==> config.mk <==
export PLATFORM = sky130hd
export DESIGN_NAME = mem_test_seq
export DESIGN_NICKNAME = d
export VERILOG_FILES = /design/src/rtl/mem_test_seq.sv
export SDC_FILE = /design/constraint.sdc
export NUM_CORES = 1
export LEC_CHECK = 0
export BUFFER_PORTS_ARGS = -buffer_cell sky130_fd_sc_hd__buf_2
export CAP_MARGIN = 25
export CORE_MARGIN = 1
export CORE_UTILIZATION = 61
export CTS_CLUSTER_DIAMETER = 40
export CTS_CLUSTER_SIZE = 14
export DETAILED_ROUTE_END_ITERATION = 10
export GPL_TIMING_DRIVEN = 0
export PLACE_DENSITY = 0.86
export SYNTH_ARGS = -nofsm -noshare
export SYNTH_HDL_FRONTEND = slang
export SYNTH_SLANG_ARGS = --single-unit
==> constraint.sdc <==
create_clock -name core_clk -period 3.3 [get_ports core_clk]
set_input_delay 0.66 -clock core_clk [delete_from_list [all_inputs] [get_ports core_clk]]
set_output_delay 0.66 -clock core_clk [all_outputs]
set_load 0.02 [all_outputs]
==> src/rtl/mem_test_seq.sv <==
// Host-end memory test sequencer: streams a write pass then a read pass over
// [0..ADDR_LAST] and checks the returned read data against PATTERN ^ addr[7:0].
module mem_test_seq #(
    parameter logic [15:0] ADDR_LAST = 16'h7FFF,
    parameter logic [7:0]  PATTERN   = 8'hA5,
    parameter int unsigned PKT_LEN   = 16,
    parameter int unsigned TIMEOUT   = 1024
) (
    input  logic        core_clk,
    input  logic        rst_n,
    input  logic        start,
    output logic [31:0] seq2gtp_tdata,
    output logic        seq2gtp_tvalid,
    input  logic        seq2gtp_tready,
    output logic        seq2gtp_tlast,
    input  logic [31:0] gtp2seq_tdata,
    input  logic        gtp2seq_tvalid,
    output logic        gtp2seq_tready,
    input  logic        gtp2seq_tlast,
    output logic        busy,
    output logic        done,
    output logic        pass,
    output logic        timeout,
    output logic [15:0] err_cnt,
    output logic [15:0] first_err_addr
);

    localparam int unsigned PKT_W = (PKT_LEN > 1) ? $clog2(PKT_LEN) : 1;
    localparam int unsigned TMO_W = (TIMEOUT > 1) ? $clog2(TIMEOUT) : 1;
    localparam logic [1:0]  OP_WR = 2'b01;
    localparam logic [1:0]  OP_RD = 2'b10;

    typedef struct packed {
        logic [1:0]  op;
        logic [5:0]  rsvd;
        logic [15:0] addr;
        logic [7:0]  data;
    } cmd_word_t;

    typedef struct packed {
        logic [7:0]  rsvd;
        logic [15:0] addr;
        logic [7:0]  data;
    } rsp_word_t;

    typedef enum logic [2:0] {S_IDLE, S_WRITE, S_READ, S_WAIT_RSP, S_DONE} state_t;

    function automatic cmd_word_t make_cmd(input logic wr, input logic [15:0] a);
        cmd_word_t c;
        c.op   = wr ? OP_WR : OP_RD;
        c.rsvd = 6'h00;
        c.addr = a;
        c.data = wr ? (PATTERN ^ a[7:0]) : 8'h00;
        return c;
    endfunction

    function automatic logic word_is_last(input logic [PKT_W-1:0] p, input logic [15:0] a);
        return (p == PKT_W'(PKT_LEN - 1)) || (a == ADDR_LAST);
    endfunction

    state_t           state_q, state_d;
    logic [15:0]      addr_q, addr_d;
    logic [PKT_W-1:0] pkt_q, pkt_d;
    cmd_word_t        tdata_q, tdata_d;
    logic             tvalid_q, tvalid_d;
    logic             tlast_q, tlast_d;
    logic [15:0]      rsp_idx_q, rsp_idx_d;
    logic [TMO_W-1:0] tmo_q, tmo_d;
    logic             busy_q, busy_d;
    logic             done_q, done_d;
    logic             pass_q, pass_d;
    logic             timeout_q, timeout_d;
    logic [15:0]      err_q, err_d;
    logic [15:0]      first_q, first_d;

    logic             cmd_fire;
    logic             in_check;
    logic             finish;
    logic             tmo_hit;
    logic [15:0]      addr_nxt;
    logic [PKT_W-1:0] pkt_nxt;
    rsp_word_t        exp_rsp;
    logic             unused_tlast;

    assign unused_tlast = gtp2seq_tlast;

    // Next-state, command generation and response checking
    always_comb begin
        state_d   = state_q;
        addr_d    = addr_q;
        pkt_d     = pkt_q;
        tdata_d   = tdata_q;
        tvalid_d  = tvalid_q;
        tlast_d   = tlast_q;
        rsp_idx_d = rsp_idx_q;
        tmo_d     = tmo_q;
        busy_d    = busy_q;
        done_d    = done_q;
        pass_d    = pass_q;
        timeout_d = timeout_q;
        err_d     = err_q;
        first_d   = first_q;
        finish    = 1'b0;
        tmo_hit   = 1'b0;

        cmd_fire  = tvalid_q & seq2gtp_tready;
        in_check  = (state_q == S_READ) || (state_q == S_WAIT_RSP);
        addr_nxt  = addr_q + 16'd1;
        pkt_nxt   = (pkt_q == PKT_W'(PKT_LEN - 1)) ? PKT_W'(0) : pkt_q + PKT_W'(1);
        exp_rsp.rsvd = 8'h00;
        exp_rsp.addr = rsp_idx_q;
        exp_rsp.data = PATTERN ^ rsp_idx_q[7:0];

        case (state_q)
            S_IDLE, S_DONE: begin
                if (start) begin
                    state_d   = S_WRITE;
                    addr_d    = 16'h0000;
                    pkt_d     = PKT_W'(0);
                    tvalid_d  = 1'b1;
                    tdata_d   = make_cmd(1'b1, 16'h0000);
                    tlast_d   = word_is_last(PKT_W'(0), 16'h0000);
                    busy_d    = 1'b1;
                    done_d    = 1'b0;
                    pass_d    = 1'b0;
                    timeout_d = 1'b0;
                    err_d     = 16'h0000;
                    first_d   = 16'h0000;
                    rsp_idx_d = 16'h0000;
                end
            end
            S_WRITE: begin
                if (cmd_fire) begin
                    if (addr_q == ADDR_LAST) begin
                        state_d   = S_READ;
                        tvalid_d  = 1'b0;
                        tlast_d   = 1'b0;
                        rsp_idx_d = 16'h0000;
                    end else begin
                        addr_d  = addr_nxt;
                        pkt_d   = pkt_nxt;
                        tdata_d = make_cmd(1'b1, addr_nxt);
                        tlast_d = word_is_last(pkt_nxt, addr_nxt);
                    end
                end
            end
            S_READ: begin
                // First READ cycle is the idle gap between phases
                if (!tvalid_q) begin
                    tvalid_d = 1'b1;
                    addr_d   = 16'h0000;
                    pkt_d    = PKT_W'(0);
                    tdata_d  = make_cmd(1'b0, 16'h0000);
                    tlast_d  = word_is_last(PKT_W'(0), 16'h0000);
                end else if (cmd_fire) begin
                    if (addr_q == ADDR_LAST) begin
                        state_d  = S_WAIT_RSP;
                        tvalid_d = 1'b0;
                        tlast_d  = 1'b0;
                        tmo_d    = TMO_W'(0);
                    end else begin
                        addr_d  = addr_nxt;
                        pkt_d   = pkt_nxt;
                        tdata_d = make_cmd(1'b0, addr_nxt);
                        tlast_d = word_is_last(pkt_nxt, addr_nxt);
                    end
                end
            end
            S_WAIT_RSP: begin
                if (!gtp2seq_tvalid) begin
                    if (tmo_q == TMO_W'(TIMEOUT - 1)) begin
                        tmo_hit = 1'b1;
                    end else begin
                        tmo_d = tmo_q + TMO_W'(1);
                    end
                end
            end
            default: state_d = S_IDLE;
        endcase

        if (in_check && gtp2seq_tvalid) begin
            if (gtp2seq_tdata != exp_rsp) begin
                if (err_q != 16'hFFFF) begin
                    err_d = err_q + 16'd1;
                end
                if (err_q == 16'h0000) begin
                    first_d = rsp_idx_q;
                end
            end
            rsp_idx_d = rsp_idx_q + 16'd1;
            tmo_d     = TMO_W'(0);
            finish    = (rsp_idx_q == ADDR_LAST);
        end

        if (finish || tmo_hit) begin
            state_d   = S_DONE;
            tvalid_d  = 1'b0;
            tlast_d   = 1'b0;
            busy_d    = 1'b0;
            done_d    = 1'b1;
            timeout_d = tmo_hit;
            pass_d    = (err_d == 16'h0000) && !tmo_hit;
        end
    end

    always_ff @(posedge core_clk or negedge rst_n) begin
        if (!rst_n) begin
            state_q   <= S_IDLE;
            addr_q    <= 16'h0000;
            pkt_q     <= PKT_W'(0);
            tdata_q   <= '0;
            tvalid_q  <= 1'b0;
            tlast_q   <= 1'b0;
            rsp_idx_q <= 16'h0000;
            tmo_q     <= TMO_W'(0);
            busy_q    <= 1'b0;
            done_q    <= 1'b0;
            pass_q    <= 1'b0;
            timeout_q <= 1'b0;
            err_q     <= 16'h0000;
            first_q   <= 16'h0000;
        end else begin
            state_q   <= state_d;
            addr_q    <= addr_d;
            pkt_q     <= pkt_d;
            tdata_q   <= tdata_d;
            tvalid_q  <= tvalid_d;
            tlast_q   <= tlast_d;
            rsp_idx_q <= rsp_idx_d;
            tmo_q     <= tmo_d;
            busy_q    <= busy_d;
            done_q    <= done_d;
            pass_q    <= pass_d;
            timeout_q <= timeout_d;
            err_q     <= err_d;
            first_q   <= first_d;
        end
    end

    assign seq2gtp_tdata  = tdata_q;
    assign seq2gtp_tvalid = tvalid_q;
    assign seq2gtp_tlast  = tlast_q;
    assign gtp2seq_tready = 1'b1;
    assign busy           = busy_q;
    assign done           = done_q;
    assign pass           = pass_q;
    assign timeout        = timeout_q;
    assign err_cnt        = err_q;
    assign first_err_addr = first_q;

endmodule
* Word-level counts from Yosys, hierarchy flattened
Index checks and enable logic that the tools add are counted.
** Storage, ports and cells
- Register bits after elaboration :: 119
- Input port bits :: 38
- Output and inout bits :: 71
** Operators by class
- Add/subtract/negate cells :: 5
- Equality and inequality tests :: 32
- Mux-type cells :: 71
- Bitwise logic cells :: 3
- Reduce and logical (&&, ||, !) cells :: 24
** Operators by type and width (count)
- $mux W16 :: 17
- $mux W32 :: 6
- $pmux W32 S3 :: 1
- $mux W10 :: 6
- $add A16 B1 Y16 const B :: 3
- $eq A16 B15 Y1 const B :: 3
- $pmux W16 S3 :: 1
- $logic_not A16 Y1 :: 2
- $ne A32 B24 Y1 :: 1
- $pmux W16 S2 :: 1
- $ne A3 B3 Y1 const B :: 8
- $mux W1 :: 22
- $mux W3 :: 7
- $mux W4 :: 5
- $pmux W10 S2 :: 1
- $ne A3 B2 Y1 const B :: 6
- $ne A16 B16 Y1 const B :: 1
- $pmux W3 S4 :: 1
- $pmux W4 S3 :: 1
- $reduce_and A6 Y1 :: 2
- $add A10 B1 Y10 const B :: 1
- $eq A10 B10 Y1 const B :: 1
- $reduce_bool A3 Y1 :: 3
- $eq A4 B4 Y1 const B :: 2
- 20 further kinds :: 33

* Longest topological paths before layout
Gate-level depths: netlist (run 1).
- Depth after elaboration :: 9
- Mapped depth :: 12
- Gate-level depth less buffers :: 10

* Worst setup path before layout (run 1)
No wires, ideal clock.
- Kind :: input port to flip-flop
- Start point :: input gtp2seq_tdata[10]
- End point :: register pass_q, in the netlist pass
- Arrival :: 2.371 ns
- Path slack :: 0.849 ns
- Stages :: 9
- Cells stage by stage :: or3b_2 -> a222oi_1 -> a31o_2 -> buf_6 -> nor2_2 -> o221a_4 -> nor4_2 -> nand3_1 -> o22ai_2
** On the way
- Word-level cells in the longest chain between the ends :: 6
** Ends and longest elaborated chain
- start: declaration :: RTL line 16 : input logic [31:0] gtp2seq_tdata,
- $ne A32 B24 Y1 :: RTL line 182 : if (gtp2seq_tdata != exp_rsp) begin
- $mux W16 :: RTL line 182
- $mux W16 :: RTL line 181 : if (in_check && gtp2seq_tvalid) begin
- named net err_d[8] :: RTL line 73 : logic [15:0] err_q, err_d;
- $logic_not A16 Y1 :: RTL line 202 : pass_d = (err_d == 16'h0000) && !tmo_hit;
- $logic_and A1 B1 Y1 :: RTL line 202
- $mux W1 :: RTL line 195 : if (finish || tmo_hit) begin
- end signal: assignment :: RTL line 233 : pass_q <= pass_d;
- end: declaration :: RTL line 71 : logic pass_q, pass_d;
The timed path passes the listed nets, and every way through them passes these cells.
A chain may end at the register's enable or synchronous reset.

* Final worst setup path (run 1)
- Start point :: register addr_q[0]
- End point :: register rsp_idx_q[6]
** On the way
- Word-level cells in the longest chain between the ends :: 3
** Ends and longest elaborated chain
- start: declaration :: RTL line 62 : logic [15:0] addr_q, addr_d;
- start signal: assignment :: RTL line 224 : addr_q <= addr_d;
- $eq A16 B15 Y1 :: RTL line 134 : if (addr_q == ADDR_LAST) begin
- $ne A3 B3 Y1 (no line)
- $reduce_and A4 Y1 (no line)
- end signal: assignment :: RTL line 229 : rsp_idx_q <= rsp_idx_d;
- end: declaration :: RTL line 67 : logic [15:0] rsp_idx_q, rsp_idx_d;
No other way between the ends.

==> flow_summary.toml, run 1 <==
[route]
finalWirelength_um = 16800
drc = 0
viasPerCell = 6.20
wire_per_inst_um = 17.5
dr.pass1.iters = 5
vias = 5951
drt-initial-drc-count = 388
postRouteAntennaNets = 0

[synth]
netlist_area_um2 = 6100
ys_seq_area_share_pct = 46.3
yosys.area.top_type = "dfrtp_1"
async_flop_share_pct = 100
synth.ff_latch_count = 113
synthXorXnorAreaFrac_pct = 4.31
netlist.area_leader.share_pct = 46.3
synth_compound_gate_area_share_pct = 18.7
synth-warning-count = 0
synthTopCellsByArea = "dfrtp_1 (46%), nand2_1 (7.0%), o21ai_0 (6.9%)"
muxShareOfSynthArea_pct = 1.19
synth_fa_ha_area_share_pct = 1.64
synth-edff-count = 0
synth_cell_types = 67
ys.flop_type = "dfrtp_1"
synth_common_cells = "dfrtp_1 (113), nand2_1 (113), o21ai_0 (84)"
synthSimpleGateAreaFrac_pct = 23.3
syn_area_per_cell_um2 = 8.84
synthCells = 690
synth_top_family_by_area = "simple AND/OR/NAND/NOR gates"

[min_path]
hold_class = "input port to async pin"

[grt]
overflow = 0
grt_usage_pct = 33.8
grt_start_max_net_pins = 75
grt_pass1_wl_um = 27100
antenna_found_initial = 0
grt_pass1_vias = 5501

[floorplan]
fp-row-count = 36
die_x_um = 102
core_um2 = 9730
chipHeight_um = 102
start_util_pct = 62.7
die_area_um2 = 10400
io_pins = 109

[final_layout]
seq_area_um2 = 2830
n_antenna_cell = 0
post-route-cell-area_um2 = 7450
fill_cells = 690
final_nets = 861
layout-drive-gt1-share_pct = 20.7
area_delta_synth_final_pct = 22.0
multi_input_area_um2 = 3020

[clock_network]
ctsHoldBuffers = 0
path_clk_slew_ps = 60
numCtsBuffers = 17
clock_sinks = 113
post_cts_resized = 0
max-clock-path-buffers = 2
cts_setup_buffers = 0
cts_tree = "built"
cts_max_level = 4
clockRootBuffer = "clkbuf_8"
insertion_delay_ps = 520

[power]
clock_power_share_pct = 49.7
switching_power_w = 0.00105
irDropWorstVdd_v = 0.000292
power.leakage_nw = 3.46
p_total_w = 0.00394
switching_share_pct = 26.7
combPwrFrac_pct = 11.8
seq_power_share_pct = 38.5
p_per_area_nw_per_um2 = 529
p_int_w = 0.00289

[placement]
hpwl_um = 11400
place_congestion = 0.928
placed_area_um2 = 6820
io_buffers = 100

[run_status]
status = "finished, final reports clean"

[sta]
fin_tns_setup_ps = 0
setup_violations = 0
rsz0062_at_grt = "false"
final_hold_viol_count = 0
min_period_ps = 2980
fin_skew_ps = 5.53
slew_headroom_pct = 47.9
tightestPinTransition_ps = 775
slew_violations = 0
fin_crit_sh_pct = 90.3
fmax_mhz = 335

[setup_path]
crit_required_ps = 3680
crit_arrival_ps = 3360
end_kind = "register"
crit_path_max_fanout = 9
cpPeakStageDelay_ps = 530
start_kind = "register"
critPathSlowestCell = "dfrtp_1"
crit_chain = "ha_1 > inv_1 > nor2_1 > and4_1 > and2_1 > nand2_1 > o21ai_1 > nor2_1 > o21ai_0 > o21ai_0"
critical_path_class = "register to register"

[flow_run]
cap_violations = 0
==> critical path: cells and delay by family, from the launching register on <==
kind            cells  cell delay, ps
compound gates      3             740
fa+ha+maj           1             310
buf+inv             1              90
flops               1             530
simple gates        5            1170
==> power groups by stage <==
stage | Combinational, W | Sequential (W) | Clock (W)
floorplan | 0.000245 | 0.00155 | 0
global placement | 0.000430 | 0.00152 | 0
detailed placement | 0.000450 | 0.00153 | 0
CTS | 0.000462 | 0.00151 | 0.00195
global route | 0.000513 | 0.00152 | 0.00202
finish | 0.000466 | 0.00151 | 0.00196
==> sequential cells by signal (all words and copies together) (netlist names), 3 cells and up <==
register        count
addr_q             16
err_cnt            16
first_err_addr     16
pkt_q               4
rsp_idx_q          16
seq2gtp_tdata      26
state_q             3
tmo_q              10
==> cells in the final DEF (no fill, tap or decap), types with 3 or more instances in the layout <==
| cell | instances |
|---|---|
| xor2_1 | 7 |
| nand2b_1 | 5 |
| nor3_1 | 10 |
| dfrtp_1 | 113 |
| a211oi_1 | 4 |
| buf_2 | 109 |
| nor2_1 | 49 |
| o21ai_1 | 7 |
| bufinv_16 | 5 |
| nor4_1 | 11 |
| o21a_1 | 3 |
| and2_1 | 6 |
| a21o_1 | 8 |
| clkbuf_1 | 18 |
| a21oi_1 | 27 |
| conb_1 | 7 |
| o21ai_0 | 84 |
| or3_1 | 7 |
| nand4b_1 | 3 |
| mux2i_1 | 5 |
| nand3_1 | 27 |
| o211ai_1 | 4 |
| xnor2_1 | 23 |
| clkinv_2 | 3 |
| nor3b_1 | 3 |
| clkbuf_16 | 16 |
| ha_1 | 8 |
| inv_1 | 13 |
| a31oi_1 | 8 |
| nand2_1 | 113 |
| and3_1 | 17 |
| buf_4 | 8 |
| nand4_1 | 14 |
| nand3b_1 | 7 |
| o31ai_1 | 22 |
| clkinv_4 | 4 |
==> kinds of logic (layout without fill, tap and decap cells) <==
family,count (synthesis),count (layout)
adders and majority gates,8,8
and+or+nand+nor,289,289
AOI/OAI and AO/OA,187,187
xor gates and xnor gates,30,30
other,2,7
DFF,113,113
muxes,7,7
buffers and inverters,54,186
==> cell type report <==
class | instances | share of cell area [%]
Clock inverter | 14 | 2.89
Sequential cell | 113 | 38.0
Buffer | 40 | 2.92
Clock buffer | 17 | 5.56
Multi-Input combinational cell | 528 | 40.6
Timing Repair Buffer | 101 | 7.12
Inverter | 14 | 0.706
Tap cell | 133 | 2.23
==> metal layers <==
metal  vias up  GRT usage, %  routed length, um
met3        64          7.39               1300
met5         -             0                  0
met2       315          55.8               8510
met4         0          14.0                502
met1      2861          43.5               6500
li1       2711             -                  -
==> per-stage QoR <==
stage	util [%]	instances	worst slack [ps]	hold WS [ps]
floorplan	-	695	849	364
global route	76.5	960	178	151
detailed placement	70.1	929	363	451
finish	76.5	960	319	119
CTS	76.5	960	419	135
global placement	69.8	928	308	450
==> worst paths after layout <==
path	startpoint	endpoint	slack, ps	cells past startpoint
max	addr_q[0]	rsp_idx_q[6]	320	10
min	rst_n	addr_q[7]	120	1
max reg2reg	addr_q[0]	rsp_idx_q[6]	320	10
min reg2reg	seq2gtp_tdata[8]	seq2gtp_tdata[8]	470	2
max in group asynchronous	rst_n	err_cnt[2]	2430	2
min in group core_clk	seq2gtp_tdata[8]	seq2gtp_tdata[8]	470	2
(Power assumes the default switching activity.)
==> run 2, diff against run 1 <==
ABC_CLOCK_PERIOD_IN_PS = 3300   (was default)
CORE_MARGIN = 4   (was 1)
==> run 2 against run 1 <==
  * Clock power down 3%
  * Hold slack better by 57 ps
  * Non-clock buffer count unchanged
  * Combinational power down 2%
  * Via count down 0.39%
  * Critical path type unchanged
  * Largest cell class unchanged
  * Highest routed layer unchanged
==> flow_summary.toml, run 2 (synthesis results as in run 1) <==
[run_status]
status = "finished, final reports clean"

[setup_path]
critical_path_class = "register to register"
start_kind = "register"
crit_required_ps = 3700
crit_chain = "ha_1 > inv_1 > nor2_1 > and4_1 > and2_1 > nand2_1 > o21ai_1 > nor2_1 > o21ai_0 > o21ai_0"
crit_path_max_fanout = 9
cpLargestDelayFamily = "simple AND/OR/NAND/NOR gates"
path_buf_inv = 1
cpPeakStageDelay_ps = 520
crit_arrival_ps = 3400
end_kind = "register"
critPathSlowestCell = "dfrtp_1"

[floorplan]
start_util_pct = 62.4
fp-row-count = 36
chipHeight_um = 108
core_um2 = 9770
die_area_um2 = 11700
io_pins = 109
die_x_um = 108

[sta]
rsz0062_at_grt = "false"
fmax_mhz = 333
min_period_ps = 3010
slew_violations = 0
final_hold_viol_count = 0
fin_crit_sh_pct = 91.1
fin_tns_setup_ps = 0
hold_slack_ps = 176
slew_headroom_pct = 47.0
fin_skew_ps = 12.0
tightestPinTransition_ps = 788
setup_violations = 0

[min_path]
hold_class = "input port to async pin"

[grt]
grt_pass1_vias = 5758
grt_usage_pct = 30.0
antenna_found_initial = 0
grt_pass1_wl_um = 27700
overflow = 0
grt_start_max_net_pins = 61

[final_layout]
area_delta_synth_final_pct = 21.7
fill_cells = 691
seq_area_um2 = 2830
fin_util_pct = 76.0
n_antenna_cell = 0
final_cell_mix = "nand2_1 (113), dfrtp_1 (113), buf_2 (109), o21ai_0 (84), nor2_1 (49)"
largest_register_ffs = 26
multi_input_area_um2 = 3020
finalNonFillerCells = 961
final_nets = 861
layout-drive-gt1-share_pct = 20.8

[route]
postRouteAntennaNets = 0
finalWirelength_um = 16900
wire_per_inst_um = 17.5
viasPerCell = 6.17
vias = 5928
drt-initial-drc-count = 501
dr.pass1.iters = 5
drc = 0

[clock_network]
path_clk_slew_ps = 70
ctsHoldBuffers = 0
cts_tree = "built"
clock_sinks = 113
post_cts_resized = 0
cts_max_level = 4
insertion_delay_ps = 530
max-clock-path-buffers = 2
cts_setup_buffers = 0
clockRootBuffer = "clkbuf_8"
numCtsBuffers = 17

[placement]
io_buffers = 100
place_congestion = 0.957
hpwl_um = 11600
dp_cells = 929

[power]
power.leakage_nw = 3.45
irDropWorstVdd_v = 0.000372
p_total_w = 0.00388
p_per_area_nw_per_um2 = 522

[flow_run]
cap_violations = 0
==> run 2: cell types whose count changed in the layout (fill, tap and decap cells not counted) <==
cell        delta
clkinv_2       -3
clkinvlp_4     -1
inv_8          +1
bufinv_16      -2
inv_6          +6
==> run 2: layout make-up <==
| cell class | count | share of cell area, % |
|---|---|---|
| flip-flops and latches | 113 | 38.1 |
| inverters | 14 | 0.707 |
| clock buffers | 17 | 5.58 |
| clock inverters | 15 | 2.64 |
| well taps | 133 | 2.24 |
| plain buffers | 40 | 2.93 |
| repair buffers | 101 | 7.14 |
| multi-input cells | 528 | 40.7 |
==> run 2: routing by layer <==
metal  share of wire [%]  routed length, um  track usage, %  vias to the layer above
met2                  49               8300            47.6                      353
li1                    -                  -               -                     2719
met1                  40               6710            38.5                     2803
met3                 8.0               1350            7.52                       53
met5                   0                  0               0                        -
met4                 3.0                507            15.0                        0
==> run 2: stage by stage <==
stage	worst slack, ps	area (um^2)
6_report	293	7430
5_1_grt	92.5	7430
4_1_cts	370	7430
3_5_place_dp	398	6820
3_3_place_gp	295	6790
2_1_floorplan	849	6120
==> run 2: power breakdown <==
part           switching, W  internal, W
logic              0.000313     0.000146
registers         0.0000667      0.00144
clock network      0.000736      0.00117
total               0.00112      0.00276
==> run 2: final timing paths <==
path	start	to	slack, ps	cells past startpoint
setup / recovery	addr_q[0]	rsp_idx_q[9]	290	10
hold / removal	rst_n	addr_q[8]	180	1
setup reg to reg	addr_q[0]	rsp_idx_q[9]	290	10
hold reg to reg	seq2gtp_tdata[17]	seq2gtp_tdata[17]	470	2
max in group asynchronous	rst_n	rsp_idx_q[12]	2390	2
min in group core_clk	seq2gtp_tdata[17]	seq2gtp_tdata[17]	470	2
==> run 3, diff against run 2 <==
CORE_MARGIN = default   (was 4)
MAX_ROUTING_LAYER = met4   (was default)
==> run 3 against run 2 <==
  * Flip-flop and latch count unchanged
  * Fmax is 1.1% higher
  * Critical path type unchanged
  * Sequential power is essentially flat
  * Register-to-register slack gained 30 ps
  * Clock skew shrank 2.4 ps
  * Clock power is 9.9% lower
==> flow_summary.toml, run 3 (synthesis results as in run 1) <==
[sta]
fin_crit_sh_pct = 90.1
rsz0062_at_grt = "false"
final_hold_viol_count = 0
tightestPinTransition_ps = 822
slew_headroom_pct = 44.7
setup_ws_ps = 326
setup_violations = 0
fmax_mhz = 336
fin_skew_ps = 9.51
fin_tns_setup_ps = 0
slew_violations = 0
min_period_ps = 2970

[floorplan]
start_util_pct = 62.7
core_um2 = 9730
die_x_um = 102
io_pins = 109
die_area_um2 = 10400
fp-row-count = 36
chipHeight_um = 102

[setup_path]
crit_chain = "ha_1 > nand3_1 > nor3_2 > and3_1 > nand2_1 > nor4b_1 > inv_1 > nand2_1 > o22ai_2"
crit_required_ps = 3700
path_buf_inv = 1
r2r_cells = 9
timing.reg2reg.setup_slack_ps = 330
cpPeakStageDelay_ps = 600
startpoint = "rsp_idx_q[1]"
crit_top_cell = "nand2_1"
start_kind = "register"
crit_arrival_ps = 3380
critical_path_class = "register to register"
crit_path_max_fanout = 7
r2r_end = "pass"
critPathSlowestCell = "nor4b_1"
timing.rr.start = "rsp_idx_q[1]"
cpLargestDelayFamily = "simple AND/OR/NAND/NOR gates"
end_kind = "register"

[clock_network]
max-clock-path-buffers = 2
ctsHoldBuffers = 0
post_cts_resized = 0
cts_tree = "built"
insertion_delay_ps = 530
path_clk_slew_ps = 60
numCtsBuffers = 17
cts_max_level = 4
clock_sinks = 113
cts_setup_buffers = 0
clockRootBuffer = "clkbuf_8"

[route]
wire_per_inst_um = 17.0
finalWirelength_um = 16300
drt-initial-drc-count = 445
vias = 5844
postRouteAntennaNets = 0
viasPerCell = 6.09
dr.pass1.iters = 5
drc = 0

[final_layout]
largest_register_ffs = 26
final_cell_mix = "nand2_1 (113), dfrtp_1 (113), buf_2 (109), o21ai_0 (84), nor2_1 (49)"
area_delta_synth_final_pct = 20.8
final_nets = 861
layout-drive-gt1-share_pct = 20.2
post-route-cell-area_um2 = 7370

[power]
power.leakage_nw = 3.43
p_int_w = 0.00270
switching_share_pct = 26.6
irDropWorstVdd_v = 0.000303
combPwrFrac_pct = 12.3
clock_power_share_pct = 46.6
p_per_area_nw_per_um2 = 499
seq_power_share_pct = 41.0
switching_power_w = 0.000979

[grt]
grtUsageMet3_pct = 7.59
antenna_found_initial = 0
grt_busiest_layer = "met2"
grt_usage_pct = 34.2
use_met2_pct = 53.6
grt_pass1_wl_um = 26500
grt_pass1_vias = 5579
use_met1_pct = 41.9
grt_start_max_net_pins = 67
overflow = 0

[flow_run]
cap_violations = 0

[min_path]
hold_class = "input port to async pin"

[placement]
dp_slack_ps = 359
io_buffers = 100
hpwl_um = 11300
place_congestion = 0.944
placed_area_um2 = 6820

[run_status]
status = "finished, final reports clean"
## run 3: cell types whose count changed in the layout (fill, tap and decap cells not counted), moves of 2 or more
cell      before  now
clkinv_4       4    0
clkinv_2       0    5
clkbuf_8       1    4
clkbuf_1      18   20
inv_6          6    0
## run 3: final cells by class
cell class / instances / area (um^2)
clock inverters: 7 / 85.1
well taps: 133 / 166
clock buffers: 22 / 463
plain buffers: 40 / 218
diodes: 1 / 2.50
fillers: 712 / 2360
multi-input cells: 528 / 3020
repair buffers: 101 / 531
flip-flops and latches: 113 / 2830
inverters: 14 / 52.6
## run 3: power groups by stage
| stage | registers (W) | clock network (W) | logic, W |
|---|---|---|---|
| after floorplan | 0.00155 | 0 | 0.000245 |
| after global routing | 0.00151 | 0.00179 | 0.000501 |
| after CTS | 0.00151 | 0.00173 | 0.000450 |
| after global placement | 0.00152 | 0 | 0.000430 |
| final | 0.00151 | 0.00172 | 0.000453 |
| after detailed placement | 0.00153 | 0 | 0.000445 |
## run 3: worst max-delay path by stage
stage	end	depth (start not counted)
2_1_floorplan	pass	9
3_3_place_gp	first_err_addr[5]	1
3_5_place_dp	pass	10
4_1_cts	pass	9
5_1_grt	pass	9
6_report	pass	9
## run 3: per-layer routing
layer / vias to the layer above / wire length (um)
met3: 45 / 1220
met5: - / 0
met4: 0 / 477
met2: 288 / 7990
met1: 2806 / 6590
li1: 2705 / -
## run 3: through the flow
step	hold slack (ps)	utilization [%]	instances	total power, W
3_5_place_dp	461	70.1	929	0.00197
2_1_floorplan	364	-	695	0.00180
5_1_grt	195	75.7	958	0.00380
6_report	156	75.7	959	0.00368
3_3_place_gp	450	69.8	928	0.00195
4_1_cts	169	75.7	958	0.00368
